$ cat src/rtl/reg_space_master_if.sv
// rtl/reg_space_master_if.sv - command/response and register request channels of reg_space_master
//
// Purpose: bundles the command port, response port and the wreq/rreq/rack
// register-space channels driven by reg_space_master.
// Modports:
//   master - the reg_space_master view (drives cmd_rdy, rsp_*, wreq_*, rreq_*, rack_rdy)
//   slave  - the environment view (bridge + register-space target)
interface reg_space_master_if #(
  parameter int ADDR_W = 16,
  parameter int DATA_W = 32
);
  // command port
  logic              cmd_vld;
  logic              cmd_rdy;
  logic              cmd_wr;
  logic [ADDR_W-1:0] cmd_addr;
  logic [DATA_W-1:0] cmd_wdata;
  // response port
  logic              rsp_vld;
  logic              rsp_rdy;
  logic [DATA_W-1:0] rsp_data;
  logic              rsp_err;
  // write request channel
  logic [ADDR_W-1:0] wreq_addr;
  logic [DATA_W-1:0] wreq_data;
  logic              wreq_vld;
  logic              wreq_rdy;
  // read request channel
  logic [ADDR_W-1:0] rreq_addr;
  logic              rreq_vld;
  logic              rreq_rdy;
  // read acknowledge channel
  logic [DATA_W-1:0] rack_data;
  logic              rack_vld;
  logic              rack_rdy;

  modport master (
    input  cmd_vld, cmd_wr, cmd_addr, cmd_wdata,
    output cmd_rdy,
    output rsp_vld, rsp_data, rsp_err,
    input  rsp_rdy,
    output wreq_addr, wreq_data, wreq_vld,
    input  wreq_rdy,
    output rreq_addr, rreq_vld,
    input  rreq_rdy,
    input  rack_data, rack_vld,
    output rack_rdy
  );

  modport slave (
    output cmd_vld, cmd_wr, cmd_addr, cmd_wdata,
    input  cmd_rdy,
    input  rsp_vld, rsp_data, rsp_err,
    output rsp_rdy,
    input  wreq_addr, wreq_data, wreq_vld,
    output wreq_rdy,
    input  rreq_addr, rreq_vld,
    output rreq_rdy,
    output rack_data, rack_vld,
    input  rack_rdy
  );
endinterface

$ cat src/rtl/reg_space_master.sv
// rtl/reg_space_master.sv - initiator for the register-space wreq/rreq/rack request interface
//
// Purpose: accepts one register command at a time and turns it into a write
// request (wreq_*) or a read request (rreq_*) followed by a read acknowledge
// (rack_*). Every command produces exactly one response (rsp_data, rsp_err).
//
// Ports:
//   clk    - clock
//   rst_n  - asynchronous active-low reset; abandons any access in flight
//   bus    - reg_space_master_if.master: cmd_*, rsp_*, wreq_*, rreq_*, rack_*
//
// Optional feature: define REG_SPACE_MASTER_TIMEOUT_EN to build a watchdog
// that abandons a request (or acknowledge wait) after TIMEOUT cycles and
// answers with rsp_err=1, rsp_data=ERR_DATA. Without it rsp_err is tied 0.
module reg_space_master #(
  parameter int                ADDR_W   = 16,
  parameter int                DATA_W   = 32,
  parameter int                TIMEOUT  = 255,
  parameter logic [DATA_W-1:0] ERR_DATA = '0
) (
  input logic                 clk,
  input logic                 rst_n,
  reg_space_master_if.master  bus
);

  if (TIMEOUT < 1) begin : g_bad_timeout
    $error("reg_space_master: TIMEOUT must be >= 1");
  end

  typedef enum logic [2:0] {
    IDLE = 3'd0,
    WREQ = 3'd1,
    RREQ = 3'd2,
    RACK = 3'd3,
    RSP  = 3'd4
  } state_t;

  state_t            state_q;
  state_t            state_d;

  // All outputs are flops decoded from the next state, so every output is 0
  // while rst_n is low and cmd_rdy only rises one cycle after reset release.
  logic              cmd_rdy_q;
  logic              wreq_vld_q;
  logic              rreq_vld_q;
  logic              rack_rdy_q;
  logic              rsp_vld_q;
  logic [ADDR_W-1:0] addr_q;
  logic [DATA_W-1:0] wdata_q;
  logic [DATA_W-1:0] rsp_data_q;
  logic [DATA_W-1:0] rsp_data_d;

  logic              cmd_take;
  logic              hs;
  logic              waiting;

`ifdef REG_SPACE_MASTER_TIMEOUT_EN
  localparam int CNT_W = $clog2(TIMEOUT + 1);

  logic [CNT_W-1:0]  cnt_q;
  logic [CNT_W-1:0]  cnt_d;
  logic              rsp_err_q;
  logic              rsp_err_d;
`endif

  assign waiting = (state_q == WREQ) || (state_q == RREQ) || (state_q == RACK);

  always_comb begin
    state_d    = state_q;
    rsp_data_d = rsp_data_q;
    cmd_take   = 1'b0;
    hs         = 1'b0;
`ifdef REG_SPACE_MASTER_TIMEOUT_EN
    rsp_err_d  = rsp_err_q;
    cnt_d      = '0;
`endif

    unique case (state_q)
      IDLE: begin
        cmd_take = bus.cmd_vld && cmd_rdy_q;
        if (cmd_take) begin
          state_d = bus.cmd_wr ? WREQ : RREQ;
        end
      end
      WREQ: begin
        hs = bus.wreq_rdy;
        if (hs) begin
          state_d    = RSP;
          rsp_data_d = '0;
`ifdef REG_SPACE_MASTER_TIMEOUT_EN
          rsp_err_d  = 1'b0;
`endif
        end
      end
      RREQ: begin
        hs = bus.rreq_rdy;
        if (hs) begin
          state_d = RACK;
        end
      end
      RACK: begin
        hs = bus.rack_vld;
        if (hs) begin
          state_d    = RSP;
          rsp_data_d = bus.rack_data;
`ifdef REG_SPACE_MASTER_TIMEOUT_EN
          rsp_err_d  = 1'b0;
`endif
        end
      end
      RSP: begin
        if (bus.rsp_rdy) begin
          state_d = IDLE;
        end
      end
      default: begin
        state_d = IDLE;
      end
    endcase

`ifdef REG_SPACE_MASTER_TIMEOUT_EN
    // The counter only advances while a wait state is held without its
    // handshake; any state change (entry, handshake, expiry) leaves it at 0.
    // A handshake in the final cycle never reaches this branch, so it wins.
    if (waiting && !hs) begin
      if (cnt_q == CNT_W'(TIMEOUT - 1)) begin
        // Expiry in RREQ deliberately skips RACK and drops rreq_vld.
        state_d    = RSP;
        rsp_data_d = ERR_DATA;
        rsp_err_d  = 1'b1;
      end else begin
        cnt_d = cnt_q + CNT_W'(1);
      end
    end
`endif
  end

  always_ff @(posedge clk or negedge rst_n) begin
    if (!rst_n) begin
      state_q    <= IDLE;
      cmd_rdy_q  <= 1'b0;
      wreq_vld_q <= 1'b0;
      rreq_vld_q <= 1'b0;
      rack_rdy_q <= 1'b0;
      rsp_vld_q  <= 1'b0;
      addr_q     <= '0;
      wdata_q    <= '0;
      rsp_data_q <= '0;
    end else begin
      state_q    <= state_d;
      cmd_rdy_q  <= (state_d == IDLE);
      wreq_vld_q <= (state_d == WREQ);
      rreq_vld_q <= (state_d == RREQ);
      rack_rdy_q <= (state_d == RACK);
      rsp_vld_q  <= (state_d == RSP);
      rsp_data_q <= rsp_data_d;
      if (cmd_take) begin
        addr_q  <= bus.cmd_addr;
        wdata_q <= bus.cmd_wdata;
      end
    end
  end

`ifdef REG_SPACE_MASTER_TIMEOUT_EN
  always_ff @(posedge clk or negedge rst_n) begin
    if (!rst_n) begin
      cnt_q     <= '0;
      rsp_err_q <= 1'b0;
    end else begin
      cnt_q     <= cnt_d;
      rsp_err_q <= rsp_err_d;
    end
  end

  assign bus.rsp_err = rsp_err_q;
`else
  assign bus.rsp_err = 1'b0;
`endif

  assign bus.cmd_rdy   = cmd_rdy_q;
  assign bus.rsp_vld   = rsp_vld_q;
  assign bus.rsp_data  = rsp_data_q;
  // Both request channels share one latched address register.
  assign bus.wreq_addr = addr_q;
  assign bus.wreq_data = wdata_q;
  assign bus.wreq_vld  = wreq_vld_q;
  assign bus.rreq_addr = addr_q;
  assign bus.rreq_vld  = rreq_vld_q;
  assign bus.rack_rdy  = rack_rdy_q;

endmodule

$ cat src/flat_wrapper.sv
// flat-port wrapper written by rule: the top's interface ports become plain ports
module reg_space_master_flat 
#(
  parameter int                ADDR_W   = 16,
  parameter int                DATA_W   = 32,
  parameter int                TIMEOUT  = 255,
  parameter logic [DATA_W-1:0] ERR_DATA = '0
)
  (clk, rst_n, bus_cmd_vld, bus_cmd_wr, bus_cmd_addr, bus_cmd_wdata, bus_cmd_rdy, bus_rsp_vld, bus_rsp_data, bus_rsp_err, bus_rsp_rdy, bus_wreq_addr, bus_wreq_data, bus_wreq_vld, bus_wreq_rdy, bus_rreq_addr, bus_rreq_vld, bus_rreq_rdy, bus_rack_data, bus_rack_vld, bus_rack_rdy);
  reg_space_master_if #(.ADDR_W(ADDR_W), .DATA_W(DATA_W)) bus_i ();
  input logic clk;
  input logic rst_n;
  input wire logic [$bits(bus_i.cmd_vld)-1:0] bus_cmd_vld;
  input wire logic [$bits(bus_i.cmd_wr)-1:0] bus_cmd_wr;
  input wire logic [$bits(bus_i.cmd_addr)-1:0] bus_cmd_addr;
  input wire logic [$bits(bus_i.cmd_wdata)-1:0] bus_cmd_wdata;
  output wire logic [$bits(bus_i.cmd_rdy)-1:0] bus_cmd_rdy;
  output wire logic [$bits(bus_i.rsp_vld)-1:0] bus_rsp_vld;
  output wire logic [$bits(bus_i.rsp_data)-1:0] bus_rsp_data;
  output wire logic [$bits(bus_i.rsp_err)-1:0] bus_rsp_err;
  input wire logic [$bits(bus_i.rsp_rdy)-1:0] bus_rsp_rdy;
  output wire logic [$bits(bus_i.wreq_addr)-1:0] bus_wreq_addr;
  output wire logic [$bits(bus_i.wreq_data)-1:0] bus_wreq_data;
  output wire logic [$bits(bus_i.wreq_vld)-1:0] bus_wreq_vld;
  input wire logic [$bits(bus_i.wreq_rdy)-1:0] bus_wreq_rdy;
  output wire logic [$bits(bus_i.rreq_addr)-1:0] bus_rreq_addr;
  output wire logic [$bits(bus_i.rreq_vld)-1:0] bus_rreq_vld;
  input wire logic [$bits(bus_i.rreq_rdy)-1:0] bus_rreq_rdy;
  input wire logic [$bits(bus_i.rack_data)-1:0] bus_rack_data;
  input wire logic [$bits(bus_i.rack_vld)-1:0] bus_rack_vld;
  output wire logic [$bits(bus_i.rack_rdy)-1:0] bus_rack_rdy;
  assign bus_i.cmd_vld = bus_cmd_vld;
  assign bus_i.cmd_wr = bus_cmd_wr;
  assign bus_i.cmd_addr = bus_cmd_addr;
  assign bus_i.cmd_wdata = bus_cmd_wdata;
  assign bus_cmd_rdy = bus_i.cmd_rdy;
  assign bus_rsp_vld = bus_i.rsp_vld;
  assign bus_rsp_data = bus_i.rsp_data;
  assign bus_rsp_err = bus_i.rsp_err;
  assign bus_i.rsp_rdy = bus_rsp_rdy;
  assign bus_wreq_addr = bus_i.wreq_addr;
  assign bus_wreq_data = bus_i.wreq_data;
  assign bus_wreq_vld = bus_i.wreq_vld;
  assign bus_i.wreq_rdy = bus_wreq_rdy;
  assign bus_rreq_addr = bus_i.rreq_addr;
  assign bus_rreq_vld = bus_i.rreq_vld;
  assign bus_i.rreq_rdy = bus_rreq_rdy;
  assign bus_i.rack_data = bus_rack_data;
  assign bus_i.rack_vld = bus_rack_vld;
  assign bus_rack_rdy = bus_i.rack_rdy;
  reg_space_master #(.ADDR_W(ADDR_W), .DATA_W(DATA_W), .TIMEOUT(TIMEOUT), .ERR_DATA(ERR_DATA)) u_core (.clk(clk), .rst_n(rst_n), .bus(bus_i));
endmodule
$ cat config.mk
export PLATFORM = sky130hd
export DESIGN_NAME = reg_space_master_flat
export DESIGN_NICKNAME = d
export VERILOG_FILES = /design/src/rtl/reg_space_master_if.sv /design/src/rtl/reg_space_master.sv /design/src/flat_wrapper.sv
export SDC_FILE = /design/constraint.sdc
export NUM_CORES = 1
export LEC_CHECK = 0
export CAP_MARGIN = 20
export CORE_MARGIN = 10
export CORE_UTILIZATION = 40
export DETAILED_ROUTE_END_ITERATION = 7
export GPL_TIMING_DRIVEN = 1
export MAX_ROUTING_LAYER = met4
export PLACE_DENSITY = 0.81
export SETUP_SLACK_MARGIN = 0.5
export SYNTH_ARGS = -nofsm -noshare
export SYNTH_HDL_FRONTEND = slang
export SYNTH_SLANG_ARGS = --single-unit
$ cat constraint.sdc
create_clock -name clk -period 1.9 [get_ports clk]
set_input_delay 0.475 -clock clk [delete_from_list [all_inputs] [get_ports clk]]
set_output_delay 0.475 -clock clk [all_outputs]
set_load 0.02 [all_outputs]
After elaboration in Yosys (flattened, before gate mapping)
Index checks and enable logic that the tools add are counted.
{"block": "classes", "n_reduce_logical": 5, "eq_ne": 10, "muxes": 11}
{"cell": "$mux W32", "count": 2}
{"cell": "$pmux W32 S2", "count": 1}
{"cell": "$mux W3", "count": 5}
{"cell": "$pmux W3 S5", "count": 1}
{"cell": "$eq A3 B2 Y1 const B", "count": 4}
{"cell": "$eq A3 B1 Y1 const B", "count": 2}
{"cell": "$eq A3 B3 Y1 const B", "count": 2}
{"cell": "$logic_not A3 Y1", "count": 2}
{"cell": "$ne A2 B2 Y1 const B", "count": 2}
{"cell": "$reduce_and A3 Y1", "count": 1}
{"cell": "$mux W2", "count": 1}
{"cell": "$reduce_bool A2 Y1", "count": 1}
{"cell": "$logic_and A1 B1 Y1", "count": 1}
{"cell": "$mux W1", "count": 1}
{"block": "word_totals", "output_inout_bits": 102, "register_bits": 88, "word_cells": 35}

Depth between registers and ports, before layout
{"block": "depth", "ltp_word": 4, "depth_mapped": 6}

Least setup slack after synthesis
OpenSTA, ideal clock, no wires.
{"block": "synth_timing", "kind": "flip-flop to flip-flop", "start": "reg u_core.state_q[0]", "end": "reg u_core.addr_q[0], in the netlist u_core.bus.rreq_addr[0]", "stages_incl_launch_ff": 5, "setup_time_ns": 0.125, "arrival_ns": 1.474, "period_less_slack_ns": 1.599, "slack_ns": 0.301, "path_cell_list": "dfrtp_1 > buf_6 > nor4_4 > buf_6 > mux2_2"}
{"block": "synth_between", "elab_chain_len": 2}
{"element": "start: declaration", "line": "reg_space_master.sv:38", "source": "state_t state_q;"}
{"element": "start signal: assignment", "line": "reg_space_master.sv:150", "source": "state_q <= state_d;"}
{"element": "$logic_not A3 Y1", "line": "reg_space_master.sv:78", "source": "unique case (state_q)"}
{"element": "$mux W1", "line": "reg_space_master.sv:78"}
{"element": "end signal: assignment", "line": "reg_space_master.sv:158", "source": "addr_q <= bus.cmd_addr;"}
{"element": "end: declaration", "line": "reg_space_master.sv:48", "source": "logic [ADDR_W-1:0] addr_q;"}
No other way between the ends.
A chain may end at the register's enable or synchronous reset.

Final worst setup path
{"block": "layout_timing", "start": "in bus_cmd_vld", "end": "reg u_core.wdata_q[12], in the netlist u_core.bus.wreq_data[12]"}
{"block": "layout_between", "elab_chain_len": 2}
{"element": "start: declaration", "line": "flat_wrapper.sv:13", "source": "input wire logic [$bits(bus_i.cmd_vld)-1:0] bus_cmd_vld;"}
{"element": "$logic_and A1 B1 Y1", "line": "reg_space_master.sv:80", "source": "cmd_take = bus.cmd_vld && cmd_rdy_q;"}
{"element": "$mux W1", "line": "reg_space_master.sv:78"}
{"element": "end signal: assignment", "line": "reg_space_master.sv:159", "source": "wdata_q <= bus.cmd_wdata;"}
{"element": "end: declaration", "line": "reg_space_master.sv:49", "source": "logic [DATA_W-1:0] wdata_q;"}
No other way between the ends.

==> results.md <==
* Reg-to-Reg Start: u_core.bus.cmd_rdy$_DFF_PN0_
* Most common cell in the netlist: dfrtp_1
* Post-Syn Nets at 383
* Routed vias at 3,141
* Hold Path Class: in -> async
* CP Max Fanout at 5
* EDFF count, synth at 0
* Initial antenna violation count at 1
* Largest net degree at the start of global routing at 39
* Final Hold Fails at 0
* Die span in y at 115.5 um
* Initial Utilization at 0.4143
* CP endpoint kind: flip-flop
* DRC at 0
* Worst-Skew Late Latency at 0.35 ns
* Syn Area/Cell at 12.37 sq um
* Die ar. at 0.01334 sq mm
* Status: finished, final reports clean
* Filler instances at 596
* Core area at 0.008806 sq mm
* First-pass DRT Iterations at 5
* Clk pin slew, worst setup/hold paths at 0.09 ns
* Skew final at 0.01414 ns
* Buffers on Ports at 188
* Yosys reg bits at 88
* Fin crit period at 1.650 ns
* Routed vias/inst at 4.954
* CTS tree: done
* Worst Path Required at 2.14 ns
* Final setup viols at 0
* Routability cong. at 0.7527
* Origin of the worst setup path: bus_cmd_vld
* IO Pins at 190
* First-pass GRT wire length at 18.55 mm
* DRT Wirelength at 13.15 mm
* CTS Hold Bufs at 0
* Max Cap Viol at 0
* Area delta synth->final at 75.27%
* Leakage power at 3.037 nW
* Metal1 wirelength at 4.988 mm
* Synth cell types at 26
* RSZ-0062 raised after global routing: yes
* Max Slew Vio Count at 0
* Met2 routed WL at 6.667 mm
* Routed WL per cell at 20.74 um
* Clock Path Buffers at 2
* Met3 Wirelength at 1.237 mm
* Setup Crit Path Kind: in -> reg
* Final instance area at 0.006395 sq mm
* DRT iter0 DRCs at 172
* Routed Antenna Nets at 0
* Setup TNS at 0 ns
* Die X at 115.5 um
* Number of global-route vias before repair at 3,332
* Top post-synthesis cells by area: dfrtp_1 60%, mux2_2 14%, nand4_1 5.5%, o21ai_0 4.4%, buf_4 3.5%
* Yosys warns at 0
* Fmax at 605.9 MHz
* Synthesized instance count at 295
* Area after DPL at 0.005534 sq mm
* H-tree levels at 3
* Total chip power at 11.76 mW
* CP startpoint kind: input pin
* CP Data Arrival Time at 1.89 ns
* Period utilization at 0.8686
* Fraction of layout cells with a size suffix above 1 at 0.4648
* Synth top area share at 0.6036
* CTS buffer count at 9
* FP Rows at 34
* GRT Total Usage at 0.1838
* Top Metal Used: met4
* Placed instance count at 564
* PD cells at 1840 mW/mm^2
* Post-layout util at 0.7262
* Cell accounting for the most synthesized area: dfrtp_1
* Most used DFF post-synth: dfrtp_1
* Most frequent cells after synthesis: 88 x dfrtp_1, 45 x mux2_2, 33 x inv_1
* Mapped Area at 0.003648 sq mm
* Sequential element share of the synthesized area at 0.6036
* Post-synth ARST share at 1.000
* Max VDD drop at 814.3 uV
* Root buffer cell: clkbuf_8
* HPWL after DPL at 8.385 mm
* Final cell count without fillers at 634
* CTS Sinks at 88
* Nets at 610
* Global route total overflow at 0
-- timing repair --
item	CTS	global route
buffers inserted	17	30
setup endpoints to repair	188	126
gates resized for setup	472	126
hold endpoints to repair	0	0
pin swaps	7	5
gates cloned	6	2
-- registers in the layout (all words and copies together), names as in the netlist --
register,count
u_core.bus.rsp_data,32
u_core.bus.wreq_data,32
u_core.bus.rreq_addr,16
u_core.state_q,3
u_core.bus.cmd_rdy,1
u_core.bus.rack_rdy,1
u_core.bus.rreq_vld,1
u_core.bus.rsp_vld,1
u_core.bus.wreq_vld,1
-- kinds of logic (layout without fill, tap and decap cells) --
| group | count (synthesis) | in the layout | share of synthesized area |
|---|---|---|---|
| simple gates | 47 | 48 | 0.08333 |
| mux | 49 | 49 | 0.1512 |
| flops | 88 | 88 | 0.6036 |
| compound gates | 39 | 39 | 0.05727 |
| buf+inv | 71 | 300 | 0.1036 |
| other cells | 1 | 2 | 0.001028 |
-- critical path, stage by stage --
cell and delay [ns]:
dlygate4sd2_1 0.25, nand2_4 0.07, nor4_4 0.28, buf_4 0.18
buf_6 0.10, buf_12 0.11, buf_16 0.12, mux2_4 0.30
-- path summary, 6_finish.rpt --
check / endpoint / slack, ns / cells after the start
max: u_core.bus.wreq_data[12]$_DFFE_PN0P_ / 0.25 / 8
min reg2reg: u_core.bus.wreq_data[26]$_DFFE_PN0P_ / 0.51 / 1
max reg2reg: u_core.bus.wreq_data[12]$_DFFE_PN0P_ / 0.25 / 7
min: u_core.bus.rreq_addr[0]$_DFFE_PN0P_ / 0.06 / 1
min in group clk: u_core.bus.wreq_data[26]$_DFFE_PN0P_ / 0.51 / 1
max in group asynchronous: u_core.bus.rsp_data[6]$_DFFE_PN0P_ / 1.19 / 2
-- layout by cell type (no fill, tap or decap), types with 4 or more instances in the layout --
cell type	Yosys	routed
buf_6	6	53
dfrtp_1	88	84
dfrtp_2	0	4
buf_12	0	7
o21ai_0	32	27
nand4_1	32	32
mux2_4	0	49
buf_16	0	4
buf_4	17	50
clkdlybuf4s50_1	0	83
o21ai_1	1	5
clkbuf_8	0	9
inv_1	33	33
buf_2	2	47
-- area by class of cell --
| type | instances | area [sq um] | share of cell area |
|---|---|---|---|
| flip-flops and latches | 88 | 2207 | 0.3451 |
| repair buffers | 253 | 2417 | 0.3780 |
| clock buffers | 11 | 131.4 | 0.02054 |
| diodes | 1 | 2.502 | 0.0003913 |
| well taps | 108 | 135.1 | 0.02113 |
| clock inverters | 3 | 68.82 | 0.01076 |
| inverters | 33 | 123.9 | 0.01937 |
| multi-input cells | 137 | 1309 | 0.2047 |
-- where the power goes --
group / total, mW / internal [mW] / switching (mW) / leakage, nW
combinational: 6.88 / 3.65 / 3.23 / 1.83
sequential: 3.52 / 2.82 / 0.697 / 1.10
clock: 1.36 / 0.731 / 0.631 / 0.0995
-- per-layer routing --
layer | up-vias | track usage
li1 | 1449 | -
met1 | 1519 | 0.1951
met2 | 153 | 0.3154
met3 | 20 | 0.06563
met4 | 0 | 0.05574
met5 | - | -
-- metrics by stage --
step / hold WS, ns / worst slack (ns)
2_1_floorplan: 0.1794 / 0.3010
3_3_place_gp: 0.4432 / -0.1011
3_5_place_dp: 0.4407 / -0.1341
4_1_cts: 0.05972 / 0.2947
5_1_grt: 0.07276 / 0.1902
6_report: 0.05702 / 0.2496
Power figures use the tool's default switching activity.
